--- config.mk ---
export PLATFORM = sky130hd
export DESIGN_NAME = muldiv_unit
export DESIGN_NICKNAME = d
export VERILOG_FILES = /design/src/rtl/muldiv_unit.sv
export SDC_FILE = /design/constraint.sdc
export NUM_CORES = 1
export LEC_CHECK = 0
export ABC_AREA = 1
export CORE_AREA = 2 2 242 244
export DETAILED_ROUTE_END_ITERATION = 8
export DIE_AREA = 0 0 244 246
export PLACE_DENSITY_LB_ADDON = 0.05
export SLEW_MARGIN = 20
export SYNTH_ARGS = -nofsm -noshare
export SYNTH_HDL_FRONTEND = slang
export SYNTH_SLANG_ARGS = --single-unit
--- constraint.sdc ---
create_clock -name clk -period 2.41 [get_ports clk]
set_input_delay 0.241 -clock clk [delete_from_list [all_inputs] [get_ports clk]]
set_output_delay 0.241 -clock clk [all_outputs]
set_load 0.1 [all_outputs]
--- src/rtl/muldiv_unit.sv ---
// Iterative multi-cycle multiply/divide unit: radix-2 shift-add multiply and
// restoring divide on magnitudes, with a final sign-fix step and start/busy/done handshake.
module muldiv_unit #(
  parameter int WIDTH = 32
) (
  input  logic             clk,
  input  logic             reset,
  input  logic             clear,
  input  logic             start,
  input  logic [1:0]       op,
  input  logic [WIDTH-1:0] a_in,
  input  logic [WIDTH-1:0] b_in,
  output logic             busy,
  output logic             done,
  output logic [WIDTH-1:0] hi_out,
  output logic [WIDTH-1:0] lo_out,
  output logic             div_by_zero
);

  localparam logic [2:0] S_IDLE = 3'd0;
  localparam logic [2:0] S_PREP = 3'd1;
  localparam logic [2:0] S_RUN  = 3'd2;
  localparam logic [2:0] S_FIX  = 3'd3;
  localparam logic [2:0] S_DONE = 3'd4;

  localparam int CW = (WIDTH > 1) ? $clog2(WIDTH) : 1;

  logic [2:0]         state;
  logic [1:0]         op_q;
  logic [WIDTH-1:0]   a_q;
  logic [WIDTH-1:0]   b_q;
  logic               neg_res;
  logic               neg_rem;
  logic [2*WIDTH-1:0] acc;
  logic [CW-1:0]      count;

  logic               is_div;
  logic               is_signed;
  logic [WIDTH-1:0]   abs_a;
  logic [WIDTH-1:0]   abs_b;
  logic [WIDTH:0]     mul_sum;
  logic [WIDTH:0]     div_trial;
  logic [2*WIDTH-1:0] acc_next;
  logic [2*WIDTH-1:0] prod_fix;
  logic [WIDTH-1:0]   fix_hi;
  logic [WIDTH-1:0]   fix_lo;

  assign is_div    = op_q[1];
  assign is_signed = ~op_q[0];
  assign busy      = (state != S_IDLE);
  assign done      = (state == S_DONE);

  assign abs_a = (is_signed && a_q[WIDTH-1]) ? -a_q : a_q;
  assign abs_b = (is_signed && b_q[WIDTH-1]) ? -b_q : b_q;

  // During RUN a_q/b_q hold magnitudes; acc is {partial product, multiplier}
  // for MUL and {partial remainder, dividend/quotient} for DIV.
  assign mul_sum   = {1'b0, acc[2*WIDTH-1:WIDTH]} + {1'b0, (acc[0] ? a_q : '0)};
  assign div_trial = acc[2*WIDTH-1:WIDTH-1] - {1'b0, b_q};

  always_comb begin
    acc_next = acc;
    if (is_div) begin
      if (!div_trial[WIDTH])
        acc_next = {div_trial[WIDTH-1:0], acc[WIDTH-2:0], 1'b1};
      else
        acc_next = {acc[2*WIDTH-2:0], 1'b0};
    end else begin
      acc_next = {mul_sum, acc[WIDTH-1:1]};
    end
  end

  always_comb begin
    prod_fix = neg_res ? -acc : acc;
    fix_hi   = prod_fix[2*WIDTH-1:WIDTH];
    fix_lo   = prod_fix[WIDTH-1:0];
    if (is_div) begin
      fix_lo = neg_res ? -acc[WIDTH-1:0] : acc[WIDTH-1:0];
      fix_hi = neg_rem ? -acc[2*WIDTH-1:WIDTH] : acc[2*WIDTH-1:WIDTH];
    end
  end

  always_ff @(posedge clk) begin
    if (reset) begin
      state       <= S_IDLE;
      op_q        <= '0;
      a_q         <= '0;
      b_q         <= '0;
      neg_res     <= 1'b0;
      neg_rem     <= 1'b0;
      acc         <= '0;
      count       <= '0;
      hi_out      <= '0;
      lo_out      <= '0;
      div_by_zero <= 1'b0;
    end else if (clear) begin
      state <= S_IDLE;
    end else begin
      case (state)
        S_IDLE: begin
          if (start) begin
            op_q        <= op;
            a_q         <= a_in;
            b_q         <= b_in;
            div_by_zero <= 1'b0;
            state       <= S_PREP;
          end
        end
        S_PREP: begin
          neg_res <= is_signed & (a_q[WIDTH-1] ^ b_q[WIDTH-1]);
          neg_rem <= is_signed & a_q[WIDTH-1];
          a_q     <= abs_a;
          b_q     <= abs_b;
          acc     <= is_div ? {{WIDTH{1'b0}}, abs_a} : {{WIDTH{1'b0}}, abs_b};
          count   <= CW'(WIDTH - 1);
          if (is_div && (b_q == '0)) begin
            lo_out      <= '1;
            hi_out      <= a_q;
            div_by_zero <= 1'b1;
            state       <= S_DONE;
          end else begin
            state <= S_RUN;
          end
        end
        S_RUN: begin
          acc   <= acc_next;
          count <= count - 1'b1;
          if (count == '0)
            state <= S_FIX;
        end
        S_FIX: begin
          hi_out <= fix_hi;
          lo_out <= fix_lo;
          state  <= S_DONE;
        end
        S_DONE:  state <= S_IDLE;
        default: state <= S_IDLE;
      endcase
    end
  end

endmodule

=== Yosys cells after proc, flatten, opt, wreduce, memory -nomap -nowiden ===
Index checks and enable logic that the tools add are counted.

* Eq/ne operators: 7
* Divide/modulo/power cells: 0
* Bitwise operators: 5
* Muxes and demuxes: 28
* Multipliers: 0
* Add/subtract/negate cells: 8
* Reductions and logical operators: 18
* Shifts and indexed selects: 0
* Order comparisons: 0

{| class="wikitable"
|+ Operators by type and width
! operator !! count
|-
| $mux W32 || 12
|-
| $pmux W32 S2 || 4
|-
| $mux W64 || 3
|-
| $neg A32 Y32 || 4
|-
| $pmux W64 S2 || 1
|-
| $neg A64 Y64 || 1
|-
| $add A32 B32 Y33 || 1
|-
| $sub A33 B32 Y33 || 1
|-
| $logic_not A32 Y1 || 1
|-
| $pmux W3 S4 || 1
|-
| $pmux W5 S2 || 1
|-
| $mux W3 || 3
|-
| $reduce_and A3 Y1 || 3
|-
| $eq A3 B2 Y1 const B || 2
|-
| $ne A2 B2 Y1 const B || 3
|-
| $reduce_and A2 Y1 || 3
|-
| $reduce_bool A2 Y1 || 3
|-
| $logic_not A5 Y1 || 1
|-
| $sub A5 B1 Y5 const B || 1
|-
| $reduce_and A4 Y1 || 1
|-
| $eq A3 B1 Y1 const B || 1
|-
| $eq A3 B3 Y1 const B || 1
|-
| $logic_and A1 B1 Y1 || 3
|-
| $logic_not A3 Y1 || 1
|-
| 7 further kinds || 10
|}

* Bits in writable memories: 0
* Output and inout bits: 67
* Memories kept: 0
* Bits of input ports: 70
* Bits in read-only memories: 0
* Latch bits: 0
* Bits in registers: 205
* Logic and storage cells: 77

=== Logic depth before layout (Yosys ltp) ===
Gate-level depths: netlist of run 1.

* Depth in word-level cells: 5
* Mapped depth: 22
* Mapped depth without buffers: 20

=== Least setup slack after synthesis of run 1 ===
OpenSTA, ideal clock, no wires.

* Path type: register to output
* Start: register state[2]
* End: output port done
* Data required time: 2.169 ns
* Arrival: 2.464 ns
* Stages on the path, launching flop included: 3
* Setup slack: -0.295 ns
* Path buffers: 0
* Cells stage by stage: dfxtp_1 inv_1 nor3_1

* Word-level cells in the longest chain between the ends: 1

{| class="wikitable"
|+ RTL lines
! item !! line !! text
|-
| start, declared || 28 || <nowiki>logic [2:0] state;</nowiki>
|-
| start signal, assigned || 85 || <nowiki>state <= S_IDLE;</nowiki>
|-
| start signal, assigned || 97 || <nowiki>state <= S_IDLE;</nowiki>
|-
| start signal, assigned || 106 || <nowiki>state <= S_PREP;</nowiki>
|-
| $eq A3 B3 Y1 || 51 || <nowiki>assign done = (state == S_DONE);</nowiki>
|-
| end, declared || 14 || <nowiki>output logic done,</nowiki>
|}

Every way passes these cells.

=== Final worst setup path of run 1 ===
* Start: register b_q[0]
* End: register acc[62]

* Word-level cells in the longest chain between the ends: 4

{| class="wikitable"
|+ RTL lines
! item !! line !! text
|-
| start, declared || 31 || <nowiki>logic [WIDTH-1:0] b_q;</nowiki>
|-
| start signal, assigned || 104 || <nowiki>b_q <= b_in;</nowiki>
|-
| start signal, assigned || 113 || <nowiki>b_q <= abs_b;</nowiki>
|-
| $sub A33 B32 Y33 || 59 || <nowiki>assign div_trial = acc[2*WIDTH-1:WIDTH-1] - {1'b0, b_q};</nowiki>
|-
| $mux W64 || 64 || <nowiki>if (!div_trial[WIDTH])</nowiki>
|-
| $mux W64 || 63 || <nowiki>if (is_div) begin</nowiki>
|-
| $pmux W64 S2 || 99 || <nowiki>case (state)</nowiki>
|-
| end signal, assigned || 114 || <nowiki>acc <= is_div ? {{WIDTH{1'b0}}, abs_a} : {{WIDTH{1'b0}}, abs_b};</nowiki>
|-
| end signal, assigned || 126 || <nowiki>acc <= acc_next;</nowiki>
|-
| end, declared || 34 || <nowiki>logic [2*WIDTH-1:0] acc;</nowiki>
|}

Every way passes these cells.
A chain may end at the register's enable or synchronous reset.

==> results_dict.tcl, run 1 <==
set metrics [dict create \
    clkSinkCount 205 \
    placementRows 88 \
    coreArea_sq_um 57370 \
    async_flop_share 0 \
    drt-initial-drc-count 2299 \
    yosys_warnings 0 \
    postRouteAntennaNets 0 \
    worstMarginPinSlew_ps 942.6 \
    cts.clk_slew.worst_paths_ps 60 \
    total_power_uw 13560 \
    numCtsBuffers 29 \
    design_area_sq_um 28630 \
    ys_ff_latch 205 \
    clockBufferDepth 3 \
    timing.fmax_ghz 0.4166 \
    synthTopCellsByArea "nand2_1, dfxtp_1, inv_1" \
    synth_edf_count 0 \
    place_area_sq_um 24800 \
    vias_per_cell 5.318 \
    layout_commonest_cell "nand2_1" \
    synth_top_area_share 0.2075 \
    slew_headroom 0.3716 \
    hold_viol_final 0 \
    comb_power_share 0.386 \
    drc 0 \
    crit_chain "ha_4 -> fa_2 -> inv_2 -> nand2_2 -> nand2_2 -> nand3_2 -> nand2_2 -> nand2_2 -> nand2_4 -> nand2_4 -> nand2_4 -> nand2_4 -> nand2_8 -> buf_12 -> nand2_2 -> nand2_1 -> nand2_1 -> nand2_1 -> a21oi_2" \
    netlist_area_sq_um 19920 \
    crit_fanout 6 \
    ir_worst_vdd_mv 0.4936 \
    status "complete, no violations" \
    layout_min_cycle_time_ps 2400 \
    first_pass_iters 6 \
    finish.utilization 0.4991 \
    slowest_delay_ps 380 \
    grt_setup_unrepaired "yes" \
    clock_latency_ps 580 \
    antenna_found_initial 0 \
    synth_area_leader_cell "nand2_1" \
    track_usage 0.3333 \
    cp-start-kind "flop" \
    setup_viol 0 \
    start_util 0.3472 \
    final_cell_mix "nand2_1, buf_4, inv_1, nor2_1, nand3_1" \
    layout.nets 4106 \
    areaGrowthSynthToFinish_pct 43.72 \
    grt_max_degree 128 \
    cts_tree "yes" \
    globalRouteOverflowTotal 0 \
    root_buffer "clkbuf_16" \
    cp-end-kind "flop" \
    hpwl_mm 83.62 \
    gp_congestion 1.031 \
    power.switching_uw 5421 \
    seq_area_frac_synth 0.2060 \
    vias 25270 \
    yosysUniqueCellTypes 51 \
    powerDensity_nw_per_um2 473.5 \
    p_sw_frac 0.3999 \
    syn-instance-count 3488 \
    criticalPathCategory "flop to flop" \
    yosys_most_used_dff "dfxtp_1" \
    syn-mean-instance-area_sq_um 5.711 \
    drive_gt1_frac 0.3042 \
    drv_slew 0 \
    diodes 0 \
    die_x_microns 244 \
    cap_violations 0 \
    grt_pass1_wl_mm 150.3 \
    dieArea_sq_um 60020 \
    htree_levels 1 \
    path_common_cell "nand2_2" \
    cp.arrival_ps 2820 \
    seq_power_share 0.276 \
    fin_setup_tns_ps 0 \
    routedWlPerCell_microns 22.24 \
    chipHeight_microns 246 \
    worstHoldPathType "input pin to flop" \
    wirelength_mm 105.7 \
    clock_skew_ps 16.00 \
    slowest_stage "dfxtp_4" \
    leakagePower_uw 0.01368 \
    synth_nets 3630 \
    port_buffers 136 \
    ios 137 \
    internal-power_uw 8134 \
    clkPwrFrac 0.338 \
    fin_crit_sh 0.9959 \
    postCtsHoldBufs 0 \
    required_ps 2830 \
    grt_pass1_vias 23520 \
    timing.hold.ws_ps 246.6 \
]
==> synth_stat cells, types with 2 or more instances <==
master,number
a21o_1,4
clkbuf_1,80
a21oi_2,31
o21bai_1,13
a211oi_1,4
buf_4,5
o2111ai_1,2
o31ai_1,3
nand2_1,1101
a21oi_1,238
o21ai_0,158
buf_1,17
a221oi_1,30
inv_1,461
and2_1,10
nor3_2,4
nor2_1,332
nand3b_1,7
nor2_2,13
o21ai_2,2
fa_1,2
nand3_2,31
nor3_1,41
or2_2,3
o21ai_1,22
dfxtp_1,205
xor2_1,80
a31oi_1,39
buf_2,30
o211ai_1,48
nand2_2,41
buf_6,9
inv_2,19
ha_1,70
xnor2_1,9
and3_1,2
nand4_1,37
nand2_4,4
nor2_4,8
or2_1,4
nor4_1,7
nand3_1,253
==> cells by family (layout without fill, tap and decap cells) <==
| family | count (synthesis) | in the layout | synth area share |
|---|---|---|---|
| buf+inv | 623 | 1122 | 0.1247 |
| simple gates | 1901 | 1901 | 0.4095 |
| fa+ha+maj | 72 | 72 | 0.04598 |
| xor+xnor | 89 | 89 | 0.03913 |
| compound gates | 598 | 598 | 0.1747 |
| flops | 205 | 205 | 0.2060 |
==> state kept, by name, indices dropped and copies added (netlist names) <==
| signal | flops |
|---|---|
| acc | 64 |
| a_q | 32 |
| b_q | 32 |
| hi_out | 32 |
| lo_out | 32 |
| count | 5 |
| state | 3 |
| op_q | 2 |
| div_by_zero | 1 |
| neg_rem | 1 |
| neg_res | 1 |
==> critical path: cells and delay by family, from the launching register on <==
| kind | cells | cell delay, ps |
|---|---|---|
| and+or+nand+nor | 14 | 1090 |
| buffers and inverters | 2 | 210 |
| DFF | 1 | 380 |
| AOI/OAI and AO/OA | 1 | 50 |
| adders and majority gates | 2 | 530 |
==> metal layers <==
metal	routed length [microns]	up-vias	global-route usage
li1	-	12210	-
met1	47230	11950	0.4563
met2	46890	934	0.5401
met3	6628	181	0.03540
met4	4928	0	0.1216
met5	0	-	0
==> area by class of cell <==
type	count	area (sq um)
Clock buffer	40	837.1
Clock inverter	14	158.9
Fill cell	5988	28740
Inverter	481	1837
Multi-Input combinational cell	2660	15590
Sequential cell	205	4164
Tap cell	765	957.2
Timing Repair Buffer	587	5086
==> what timing repair did <==
action,in CTS,in global routing
gates resized for setup,122,493
pin swaps,24,156
setup buffers,7,21
endpoints found under the setup margin,58,115
gates cloned,1,9
==> power by group through the flow <==
stage / clock network, uW / registers, uW / logic, uW
floorplan: 0 / 3930 / 2420
global placement: 0 / 3790 / 4600
detailed placement: 0 / 3790 / 4610
CTS: 4630 / 3720 / 4740
global route: 4760 / 3750 / 5590
finish: 4580 / 3740 / 5230
==> per-stage QoR <==
| stage | setup slack [ps] | cells |
|---|---|---|
| floorplan | 23.24 | 3488 |
| global placement | -269.0 | 4660 |
| detailed placement | -262.0 | 4660 |
| CTS | -14.68 | 4722 |
| global route | -120.3 | 4752 |
| finish | 9.889 | 4752 |
==> path summary, 6_finish.rpt <==
kind              depth (start not counted)                     end              startpoint  slack, ps
setup / recovery                         19    acc[62]$_SDFFE_PP0P_     b_q[0]$_SDFFE_PP0P_         10
hold reg to reg                           2  hi_out[4]$_SDFFE_PP0P_  hi_out[4]$_SDFFE_PP0P_        460
hold / removal                            4   count[0]$_SDFFE_PP0P_                   reset        250
setup reg to reg                         19    acc[62]$_SDFFE_PP0P_     b_q[0]$_SDFFE_PP0P_         10
(Power assumes the default switching activity.)
==> inputs of run 2 (changes only) <==
==> constraint.sdc (replaced) <==
create_clock -name clk -period 2.8 [get_ports clk]
set_input_delay 0.28 -clock clk [delete_from_list [all_inputs] [get_ports clk]]
set_output_delay 0.28 -clock clk [all_outputs]
set_load 0.1 [all_outputs]
==> run 2 against run 1 <==
Effect of this change: wire length shrank 5.0%; first-iteration DRC count grew 0.61%; combinational power shrank 29%; clock power shrank 17%; design area shrank 17%; register-to-register slack gained 90 ps; cell count shrank 6.2%; sequential power shrank 14%; non-clock buffer count shrank 293; critical endpoint is now acc[59]$_SDFFE_PP0P_; core utilization shrank 8.5 points; clock skew grew 4.9 ps; die area is the same.
==> results_dict.tcl, run 2 (same netlist as run 1, synthesis figures left out) <==
set metrics [dict create \
    crit_fanout 5 \
    cts.clk_slew.worst_paths_ps 60 \
    port_buffers 136 \
    first_pass_iters 6 \
    hold_viol_final 0 \
    largest_register "acc" \
    powerDensity_nw_per_um2 451.0 \
    clock_latency_ps 610 \
    layout_min_cycle_time_ps 2700 \
    dieArea_sq_um 60020 \
    drc 0 \
    largest_reg_flops 64 \
    antenna_found_initial 3 \
    ir_worst_vdd_mv 0.5517 \
    reg2reg_from "b_q[20]$_SDFFE_PP0P_" \
    track_usage 0.3251 \
    gp_congestion 1.012 \
    design_area_sq_um 23740 \
    clkSinkCount 205 \
    htree_levels 1 \
    place_area_sq_um 22700 \
    status "complete, no violations" \
    drive_gt1_frac 0.1243 \
    grt_max_degree 128 \
    slowest_stage "ha_2" \
    routedWlPerCell_microns 22.51 \
    rrSetupSlack_ps 100 \
    holdPathEnd "acc[14]$_SDFFE_PP0P_" \
    cap_violations 0 \
    path_common_cell "nand2_1" \
    clockBufferDepth 3 \
    areaGrowthSynthToFinish_pct 19.18 \
    slew_headroom 0.4413 \
    layout_commonest_cell "nand2_1" \
    hpwl_mm 80.71 \
    postRouteAntennaNets 0 \
    hold_depth 4 \
    coreArea_sq_um 57370 \
    root_buffer "clkbuf_16" \
    fin_setup_tns_ps 0 \
    worstMarginPinSlew_ps 838.0 \
    cts_tree "yes" \
    start_util 0.3472 \
    reg2regPathDepth 14 \
    clock_skew_ps 20.92 \
    final_cell_mix "nand2_1, inv_1, nor2_1, nand3_1, a21oi_1" \
    slowest_delay_ps 450 \
    drt-initial-drc-count 2313 \
    ios 137 \
    vias_per_cell 5.406 \
    worstHoldPathType "input pin to flop" \
    crit_chain "inv_1 -> ha_2 -> nand2_1 -> nor2_1 -> inv_1 -> nor3_1 -> and2_1 -> nand2_1 -> nand3_1 -> nand2_1 -> nand2_1 -> nand3_1 -> nand2_1 -> a21oi_1" \
    setup_viol 0 \
    cp-end-kind "flop" \
    post_cts_buffers 0 \
    required_ps 3250 \
    grt_setup_unrepaired "no" \
    placementRows 88 \
    timing.fmax_ghz 0.3703 \
    drv_slew 0 \
    r2r-end "acc[59]$_SDFFE_PP0P_" \
    vias 24100 \
    chipHeight_microns 246 \
    numCtsBuffers 29 \
    diodes 0 \
    leakagePower_uw 0.01163 \
    globalRouteOverflowTotal 0 \
    min-delay-start "reset" \
    fin_crit_sh 0.9644 \
    cp.arrival_ps 3160 \
    layout.nets 3813 \
    criticalPathCategory "flop to flop" \
    wirelength_mm 100.4 \
    cp-start-kind "flop" \
    grt_pass1_wl_mm 146.5 \
    grt_pass1_vias 22550 \
    die_x_microns 244 \
]
[run 2: cell count changes in the layout (fill, tap and decap cells not counted), sizes merged]
cell and change:
buf -286, bufinv -1, clkbuf -5, clkinv -1, clkinvlp -1
[run 2: through the flow]
stage / util / instances / hold WS (ps) / total power [uW] / setup slack [ps]
floorplan: - / 3488 / 443.2 / 5465 / 55.82
global placement: 0.3957 / 4405 / 455.7 / 6853 / 45.35
detailed placement: 0.3957 / 4405 / 456.1 / 6853 / 55.34
CTS: 0.4121 / 4458 / 273.1 / 10670 / 50.32
global route: 0.4138 / 4458 / 327.9 / 11160 / 1.089
finish: 0.4138 / 4458 / 293.6 / 10710 / 99.60
[run 2: worst max-delay path, delay by kind of cell, from the launching register on]
family          cells  cell delay, ps
buf+inv             2             300
flops               1             400
fa+ha+maj           1             450
simple gates       10            1340
compound gates      1              60
[run 2: layer usage]
| metal | routed length (microns) | up-vias | GRT usage |
|---|---|---|---|
| met5 | 23 | - | 0 |
| met4 | 4675 | 4 | 0.1313 |
| li1 | - | 11590 | - |
| met3 | 7400 | 192 | 0.04967 |
| met1 | 44350 | 11330 | 0.4383 |
| met2 | 43900 | 984 | 0.5179 |
[run 2: area by class of cell]
type / instances / area (sq um)
inverters: 481 / 1812
repair buffers: 294 / 2465
multi-input cells: 2660 / 13460
clock inverters: 11 / 127.6
well taps: 765 / 957.2
clock buffers: 42 / 814.5
fillers: 6464 / 33630
flip-flops and latches: 205 / 4108
[run 2: timing repair]
item	in CTS	in global routing
gates resized for setup	0	27
endpoints found under the setup margin	0	40
endpoints found under the hold margin	0	0
hold buffers	0	0
[run 2: where the power goes]
part | internal [uW] | total (uW) | switching, uW
Clock | 2200 | 3800 | 1600
Sequential | 3050 | 3200 | 148
Combinational | 1080 | 3700 | 2620
Total | 6330 | 10700 | 4370
[run 2: worst max-delay path by stage]
| stage | endpoint | from | cells past startpoint |
|---|---|---|---|
| after floorplan | done | state[2]$_SDFFE_PP0P_ | 2 |
| after global placement | acc[59]$_SDFFE_PP0P_ | acc[31]$_SDFFE_PP0P_ | 18 |
| after detailed placement | acc[41]$_SDFFE_PP0P_ | acc[31]$_SDFFE_PP0P_ | 18 |
| after CTS | acc[59]$_SDFFE_PP0P_ | acc[31]$_SDFFE_PP0P_ | 18 |
| after global routing | acc[41]$_SDFFE_PP0P_ | b_q[27]$_SDFFE_PP0P_ | 16 |
| final | acc[59]$_SDFFE_PP0P_ | b_q[20]$_SDFFE_PP0P_ | 14 |
==> inputs of run 3 (changes only) <==
--- a/config.mk
+++ b/config.mk
@@ -6,6 +6,7 @@
 export NUM_CORES = 1
 export LEC_CHECK = 0
 export ABC_AREA = 1
+export ABC_CLOCK_PERIOD_IN_PS = 2800
 export CORE_AREA = 2 2 242 244
 export DETAILED_ROUTE_END_ITERATION = 8
 export DIE_AREA = 0 0 244 246
==> results of run 3 <==
Final layout, timing and power as in run 2 (identical DEF).
